File: src/rtl/ram_arbiter.sv
// rtl/ram_arbiter.sv - shares one async SRAM between fetch and data ports; setup/strobe/recovery sequencing.
// Define ARB_RR_EN for round-robin arbitration on simultaneous requests (default: data wins).
module ram_arbiter #(
    parameter int         ACCESS_CYCLES = 2,
    parameter logic [1:0] ADDR_HI       = 2'b00
) (
    input  logic        clk,
    input  logic        rst,
    input  logic        if_req,
    input  logic [15:0] if_addr,
    output logic [15:0] if_rdata,
    output logic        if_valid,
    output logic        if_stall,
    input  logic        d_req,
    input  logic        d_we,
    input  logic [15:0] d_addr,
    input  logic [15:0] d_wdata,
    output logic [15:0] d_rdata,
    output logic        d_valid,
    output logic        d_stall,
    output logic [17:0] sram_addr,
    output logic [15:0] sram_dout,
    output logic        sram_dout_oe,
    input  logic [15:0] sram_din,
    output logic        sram_en_n,
    output logic        sram_oe_n,
    output logic        sram_we_n
);

    typedef enum logic [1:0] {S_IDLE, S_SETUP, S_STROBE, S_DONE} state_t;

    localparam logic [2:0] LP_CNT_INIT = 3'(ACCESS_CYCLES - 1);

    state_t      r_state;
    state_t      w_next;
    logic [2:0]  r_cnt;
    logic        r_owner_d;
    logic        r_we;
    logic [17:0] r_sram_addr;
    logic [15:0] r_sram_dout;
    logic        r_sram_dout_oe;
    logic        r_sram_en_n;
    logic        r_sram_oe_n;
    logic        r_sram_we_n;
    logic [15:0] r_if_rdata;
    logic [15:0] r_d_rdata;
    logic        r_if_valid;
    logic        r_d_valid;

    logic        w_any_req;
    logic        w_grant_d;
    logic        w_we_sel;
    logic        w_en_n_nxt;
    logic        w_oe_n_nxt;
    logic        w_we_n_nxt;
    logic        w_dout_oe_nxt;
    logic        w_done_nxt;

    assign w_any_req = if_req | d_req;

`ifdef ARB_RR_EN
    logic r_ptr_d;

    always_ff @(posedge clk or posedge rst) begin
        if (rst) begin
            r_ptr_d <= 1'b1;
        end else if (r_state == S_DONE) begin
            r_ptr_d <= ~r_owner_d;
        end
    end

    assign w_grant_d = d_req & (~if_req | r_ptr_d);
`else
    assign w_grant_d = d_req;
`endif

    // In IDLE the write flag is not latched yet, so take it from the winning request.
    assign w_we_sel = (r_state == S_IDLE) ? (w_grant_d & d_we) : r_we;

    always_ff @(posedge clk or posedge rst) begin
        if (rst) begin
            r_state <= S_IDLE;
        end else begin
            r_state <= w_next;
        end
    end

    always_comb begin
        w_next = r_state;
        case (r_state)
            S_IDLE:   if (w_any_req) w_next = S_SETUP;
            S_SETUP:  w_next = S_STROBE;
            S_STROBE: if (r_cnt == 3'd0) w_next = S_DONE;
            S_DONE:   w_next = S_IDLE;
            default:  w_next = S_IDLE;
        endcase
    end

    // Controls are registered, so decode them from the state being entered.
    always_comb begin
        w_en_n_nxt    = (w_next == S_IDLE);
        w_oe_n_nxt    = !((w_next == S_STROBE) && !w_we_sel);
        w_we_n_nxt    = !((w_next == S_STROBE) && w_we_sel);
        w_dout_oe_nxt = (w_next != S_IDLE) && w_we_sel;
        w_done_nxt    = (w_next == S_DONE);
    end

    always_ff @(posedge clk or posedge rst) begin
        if (rst) begin
            r_cnt          <= 3'd0;
            r_owner_d      <= 1'b0;
            r_we           <= 1'b0;
            r_sram_addr    <= 18'd0;
            r_sram_dout    <= 16'd0;
            r_sram_dout_oe <= 1'b0;
            r_sram_en_n    <= 1'b1;
            r_sram_oe_n    <= 1'b1;
            r_sram_we_n    <= 1'b1;
            r_if_rdata     <= 16'd0;
            r_d_rdata      <= 16'd0;
            r_if_valid     <= 1'b0;
            r_d_valid      <= 1'b0;
        end else begin
            r_sram_en_n    <= w_en_n_nxt;
            r_sram_oe_n    <= w_oe_n_nxt;
            r_sram_we_n    <= w_we_n_nxt;
            r_sram_dout_oe <= w_dout_oe_nxt;
            r_if_valid     <= w_done_nxt & ~r_owner_d;
            r_d_valid      <= w_done_nxt & r_owner_d;
            if ((r_state == S_IDLE) && w_any_req) begin
                r_owner_d   <= w_grant_d;
                r_we        <= w_grant_d & d_we;
                r_sram_addr <= {ADDR_HI, (w_grant_d ? d_addr : if_addr)};
                if (w_grant_d & d_we) begin
                    r_sram_dout <= d_wdata;
                end
            end
            if (r_state == S_SETUP) begin
                r_cnt <= LP_CNT_INIT;
            end else if ((r_state == S_STROBE) && (r_cnt != 3'd0)) begin
                r_cnt <= r_cnt - 3'd1;
            end
            if ((r_state == S_STROBE) && (r_cnt == 3'd0) && !r_we) begin
                if (r_owner_d) begin
                    r_d_rdata <= sram_din;
                end else begin
                    r_if_rdata <= sram_din;
                end
            end
        end
    end

    assign sram_addr    = r_sram_addr;
    assign sram_dout    = r_sram_dout;
    assign sram_dout_oe = r_sram_dout_oe;
    assign sram_en_n    = r_sram_en_n;
    assign sram_oe_n    = r_sram_oe_n;
    assign sram_we_n    = r_sram_we_n;
    assign if_rdata     = r_if_rdata;
    assign d_rdata      = r_d_rdata;
    assign if_valid     = r_if_valid;
    assign d_valid      = r_d_valid;
    assign if_stall     = if_req & ~r_if_valid;
    assign d_stall      = d_req & ~r_d_valid;

endmodule

File: config.mk
export PLATFORM = sky130hd
export DESIGN_NAME = ram_arbiter
export DESIGN_NICKNAME = d
export VERILOG_FILES = /design/src/rtl/ram_arbiter.sv
export SDC_FILE = /design/constraint.sdc
export NUM_CORES = 1
export LEC_CHECK = 0
export CORE_MARGIN = 2
export CORE_UTILIZATION = 40
export DETAILED_ROUTE_END_ITERATION = 7
export PLACE_DENSITY = 0.77
export SLEW_MARGIN = 20
export SYNTH_ARGS = -nofsm -noshare
export SYNTH_HDL_FRONTEND = slang
export SYNTH_SLANG_ARGS = --single-unit
File: constraint.sdc
create_clock -name clk -period 3.2 [get_ports clk]
set_clock_uncertainty 0.15 [all_clocks]
set_input_delay 0.48 -clock clk [delete_from_list [all_inputs] [get_ports clk]]
set_output_delay 0.48 -clock clk [all_outputs]
set_load 0.01 [all_outputs]
==> impl_metrics.yaml, run 1 <==
outcome:
  outcome: "completed"
timing:
  final_hold_viol_count: 0
  maxSlewViolCount: 0
  fin_ws_ps: 835
  worst_slew_pin_slew_ps: 875
  fmaxAchievable_mhz: 423
  fin_crit_ps: 2370
  setup_viol: 0
  rsz0062_at_grt: "no"
  period_share_pct: 73.9
  relSlewSlack_pct: 41.6
  tns_ps: 0
grt:
  grt.total_usage_pct: 16.9
  grt_first_pass_wirelength_um: 11500
  grt_pass1_vias: 2350
  overflow: 0
  grt_max_degree: 51
  antenna_found_initial: 0
cells_and_area:
  most-common-layout-cells: "clkdlybuf4s50_1, dfrtp_1, mux2_2"
  n_antenna_cell: 0
  postLayoutCellArea_um2: 4960
  nets: 453
  layout_commonest_cell: "clkdlybuf4s50_1"
  syn2layout_area_growth_pct: 54.6
  drive_gt1_share_pct: 20.4
  final_cells: 485
pwr:
  finalPower_mw: 4.69
  leakage_nw: 2.17
  power.density_nw_per_um2: 946
  ir_worst_vdd_v: 0.000490
floorplanning:
  dieArea_um2: 8750
  core_um2: 7770
  io_pins: 143
  die_w_um: 93.6
  row_count: 32
  dieHeight_um: 93.6
  initial_core_util_pct: 41.3
drt:
  route.vias.total: 2298
  antenna_left: 0
  drtIter0Drc: 47
  drt_pass1_iterations: 4
  wire_per_inst_um: 14.5
  drcViolationCount: 0
  drt-total-wl_um: 7040
  viasPerCell: 4.74
critical_path:
  crit_chain: "clkdlybuf4s50_1 -> nor2b_1 -> clkdlybuf4s50_1"
  reg2reg_from: "r_cnt[0]"
  critPathMostFrequentCell: "clkdlybuf4s50_1"
  crit_type: "input port to output port"
  critPathCapture: "if_stall"
  r2r.worst_path.cells: 5
  crit_arrival_ps: 1740
  critPathRequiredTime_ps: 2570
  worst_path_dominant_cell_family: "buffers and inverters"
  cp_max_fo: 4
  endpoint_kind: "output port"
  startpoint_type: "input port"
  worst-path-buf-inv: 2
  cp-startpoint: "if_req"
  rrSetupSlack_ps: 1080
  cp.depth: 3
  max_stage_delay_ps: 560
  reg2reg_to: "d_rdata[12]"
  crit_path_top_delay_cell: "clkdlybuf4s50_1"
place:
  dp_slack_ps: 822
  io_buffer_count: 140
  placed_area_um2: 4720
  post-dp-hpwl_um: 5370
  place_inst: 469
  place_congestion: 0.786
job:
  cap_violations: 0
yosys:
  synthArstFlopShare_pct: 100
  yosysWarnings: 0
  synth.distinct_cells: 34
  synth-edff-count: 0
  synth_area_per_cell_um2: 13.8
  ys.flop_type: "dfrtp_1"
  ys_seq_elements: 77
  synthCells: 232
  ys_seq_area_share_pct: 60.2
  syn_area_um2: 3210
clock_network:
  clkSinkCount: 77
  clk_path_buf_depth: 2
  cts_setup_buffers: 0
  hold_buffers: 0
  cts_buffers: 9
  htreeDepth: 3
  cts_tree: "yes"
  postCtsResizedCells: 0
  cts-root-buf: "clkbuf_8"
  clkTransAtPathRegs_ps: 70
  clock_latency_ps: 330
hold_path:
  min_path_type: "flop to flop"
  hold_depth: 2
[synthesized netlist by cell type (2+ instances only)]
master | number | share of area (%)
nor2b_1 | 3 | 0.59
dfstp_2 | 3 | 2.5
dfrtp_1 | 74 | 58
a21boi_0 | 2 | 0.47
clkbuf_1 | 3 | 0.35
a21oi_1 | 2 | 0.31
mux2i_1 | 17 | 5.3
nor2_1 | 2 | 0.23
buf_6 | 2 | 0.70
buf_4 | 3 | 0.70
nand2_1 | 21 | 2.5
mux2_2 | 48 | 17
o21ai_0 | 17 | 2.7
ha_1 | 6 | 2.3
inv_1 | 8 | 0.94
buf_2 | 3 | 0.47
[cell type report]
| cell class | instances | area [um^2] |
|---|---|---|
| Timing Repair Buffer | 145 | 1450 |
| Multi-Input combinational cell | 137 | 1180 |
| Clock inverter | 4 | 98.8 |
| Tap cell | 102 | 128 |
| Clock buffer | 12 | 135 |
| Sequential cell | 77 | 1930 |
| Inverter | 8 | 31.3 |
| Fill cell | 635 | 2810 |
[flip-flops by register name, summed over array words and instances (netlist names), 2 cells and up]
signal,count
r_state,2
sram_addr,16
if_rdata,16
sram_dout,16
d_rdata,16
r_cnt,3
[stage by stage]
stage / utilization, % / hold WS [ps]
after floorplan: - / 366
after global placement: 60.8 / 312
after detailed placement: 60.8 / 322
after CTS: 63.8 / 337
after global routing: 63.8 / 364
final: 63.8 / 330
[metal layers]
layer / up-vias / global-route usage [%] / wire length, um / share of wire [%]
li1: 1101 / - / - / -
met1: 1095 / 20.3 / 2760 / 39
met2: 90 / 28.2 / 3570 / 51
met3: 12 / 4.51 / 534 / 7.6
met4: 0 / 7.85 / 168 / 2.4
met5: - / 0 / 0 / 0
[how the worst min path moves through the flow]
stage | endpoint | startpoint
global placement | sram_addr[0] | sram_addr[0]
detailed placement | sram_addr[7] | sram_addr[7]
global route | sram_addr[14] | sram_addr[14]
CTS | sram_addr[7] | sram_addr[7]
floorplan | sram_addr[0] | sram_addr[0]
finish | sram_addr[7] | sram_addr[7]
[logic make-up (layout without fill, tap and decap cells)]
kind of cell,count (synthesis),count (layout),share of synthesized area (%)
DFF,77,77,60.2
muxes,65,65,22.2
and+or+nand+nor,35,35,6.55
AOI/OAI and AO/OA,29,29,5.50
buffers and inverters,19,169,3.16
adders and majority gates,6,6,2.34
other,1,2,0.117
[power breakdown]
| part | switching, mW | internal [mW] |
|---|---|---|
| combinational | 0.850 | 1.27 |
| sequential | 0.249 | 1.47 |
| clock | 0.335 | 0.521 |
[tightest hold or removal path: cells and delay by family, from the launching register on]
family / cells / cell delay, ps
AO/OA/AOI/OAI: 1 / 60
flip-flops: 1 / 340
AND/OR/NAND/NOR: 1 / 40
Power figures use the tool's default switching activity.
==> run 2: changes to the inputs <==
clock period = 2.5 ns   (was 3.2 ns; I/O delays follow)
==> run 2 against run 1 <==
Combinational power up 29%; final cell count up 1.0%; first-iteration DRC count up 26%; design area up 1.0%; register-to-register slack worse by 650 ps; count of clock-buffer cells in the layout down 1; largest power group unchanged.
==> impl_metrics.yaml, run 2 (same netlist as run 1, synthesis figures left out) <==
outcome:
  outcome: "completed"
clock_network:
  cts_buffers: 9
  clock_latency_ps: 330
  cts_tree: "yes"
  cts_setup_buffers: 0
  clkTransAtPathRegs_ps: 80
  clkSinkCount: 77
  cts-root-buf: "clkbuf_8"
  htreeDepth: 3
  clk_path_buf_depth: 2
  postCtsResizedCells: 0
  hold_buffers: 0
floorplanning:
  initial_core_util_pct: 41.3
  row_count: 32
  die_w_um: 93.6
  dieArea_um2: 8750
  dieHeight_um: 93.6
  core_um2: 7770
  io_pins: 143
drt:
  drt_pass1_iterations: 4
  antenna_left: 0
  drcViolationCount: 0
  route.vias.total: 2312
  viasPerCell: 4.72
  drt-total-wl_um: 7290
  drtIter0Drc: 59
  wire_per_inst_um: 14.9
pwr:
  netSwitchingPower_mw: 1.87
  seqPwrFrac_pct: 36.3
  p_int_mw: 4.21
  switching_share_pct: 30.8
  clkPwrFrac_pct: 18.8
  power.density_nw_per_um2: 1210
  leakage_nw: 2.19
  ir_worst_vdd_v: 0.000516
  pwr-share-comb_pct: 44.9
  finalPower_mw: 6.09
cells_and_area:
  nets: 458
  syn2layout_area_growth_pct: 56.2
  fillers: 585
  postLayoutCellArea_um2: 5010
  most-common-layout-cells: "clkdlybuf4s50_1, dfrtp_1, mux2_2"
  layout_commonest_cell: "clkdlybuf4s50_1"
  n_antenna_cell: 0
  drive_gt1_share_pct: 21.9
timing:
  hold_slack_ps: 206
  fin_crit_ps: 2160
  fmaxAchievable_mhz: 463
  final_hold_viol_count: 0
  setup_viol: 0
  rsz0062_at_grt: "no"
  tns_ps: 0
  maxSlewViolCount: 0
  period_share_pct: 86.4
grt:
  gr-usage-met3_pct: 4.83
  antenna_found_initial: 0
  grt_pass1_vias: 2436
  overflow: 0
  grt.total_usage_pct: 17.3
  grt_max_degree: 34
  top_usage_layer: "met2"
  use_met2_pct: 30.5
  grt_first_pass_wirelength_um: 11800
  use_met1_pct: 19.9
critical_path:
  critPathRequiredTime_ps: 1980
  cp-startpoint: "if_req"
  crit_type: "input port to output port"
  reg2reg_from: "r_state[0]"
  startpoint_type: "input port"
  crit_arrival_ps: 1640
  endpoint_kind: "output port"
  critPathMostFrequentCell: "clkdlybuf4s50_1"
  crit_path_top_delay_cell: "clkdlybuf4s50_1"
  cp_max_fo: 4
  reg2reg_to: "if_rdata[12]"
  max_stage_delay_ps: 560
  crit_chain: "clkdlybuf4s50_1 -> nor2b_1 -> clkdlybuf4s50_1"
  r2r.worst_path.cells: 5
  rrSetupSlack_ps: 430
place:
  place_congestion: 0.716
  placed_area_um2: 4760
  post-dp-hpwl_um: 5540
  io_buffer_count: 140
job:
  cap_violations: 0
hold_path:
  min_path_type: "input port to async pin"
-- run 2: cell count changes in the layout (fill, tap and decap cells not counted) --
cell,previous run,this run
buf_4,4,9
clkbuf_1,3,1
clkbuf_8,9,10
clkinv_4,1,0
clkinvlp_4,0,1
inv_6,0,1
-- run 2: power groups by stage --
stage	Sequential [mW]	Combinational, mW	Clock [mW]
final	2.21	2.73	1.15
after CTS	2.21	2.78	1.17
after global routing	2.30	2.96	1.22
after global placement	2.21	2.72	0
after floorplan	2.48	0.973	0
after detailed placement	2.24	2.77	0
-- run 2: worst max-delay path: cells and delay by family --
kind / cells / cell delay [ps]
AND/OR/NAND/NOR: 1 / 160
buffers and inverters: 2 / 1100
-- run 2: final cells by class --
| cell class | instances | area (um^2) | share of cell area, % |
|---|---|---|---|
| clock buffers | 11 | 141 | 2.82 |
| clock inverters | 5 | 106 | 2.12 |
| inverters | 8 | 31.3 | 0.624 |
| multi-input cells | 137 | 1180 | 23.6 |
| flip-flops and latches | 77 | 1930 | 38.5 |
| well taps | 102 | 128 | 2.55 |
| repair buffers | 150 | 1490 | 29.7 |
-- run 2: per-stage QoR --
| stage | util, % | setup WS [ps] | cells |
|---|---|---|---|
| after floorplan | - | 13.3 | 233 |
| after global placement | 61.3 | 328 | 474 |
| after detailed placement | 61.3 | 348 | 474 |
| after CTS | 64.5 | 333 | 490 |
| after global routing | 64.5 | 290 | 490 |
| final | 64.5 | 340 | 490 |
-- run 2: routing by layer --
| metal | wire, um | part of all wire, % | up-vias |
|---|---|---|---|
| met2 | 3800 | 52 | 83 |
| li1 | - | - | 1104 |
| met3 | 534 | 7.3 | 4 |
| met1 | 2880 | 40 | 1121 |
| met5 | 0 | 0 | - |
| met4 | 72 | 0.99 | 0 |
-- run 2: how the worst max path moves through the flow --
stage	endpoint	slack, ps	cells past startpoint
2_1_floorplan	d_rdata[0]	10	1
3_3_place_gp	d_stall	330	3
3_5_place_dp	d_stall	350	3
4_1_cts	d_stall	330	3
5_1_grt	if_stall	290	3
6_report	if_stall	340	3
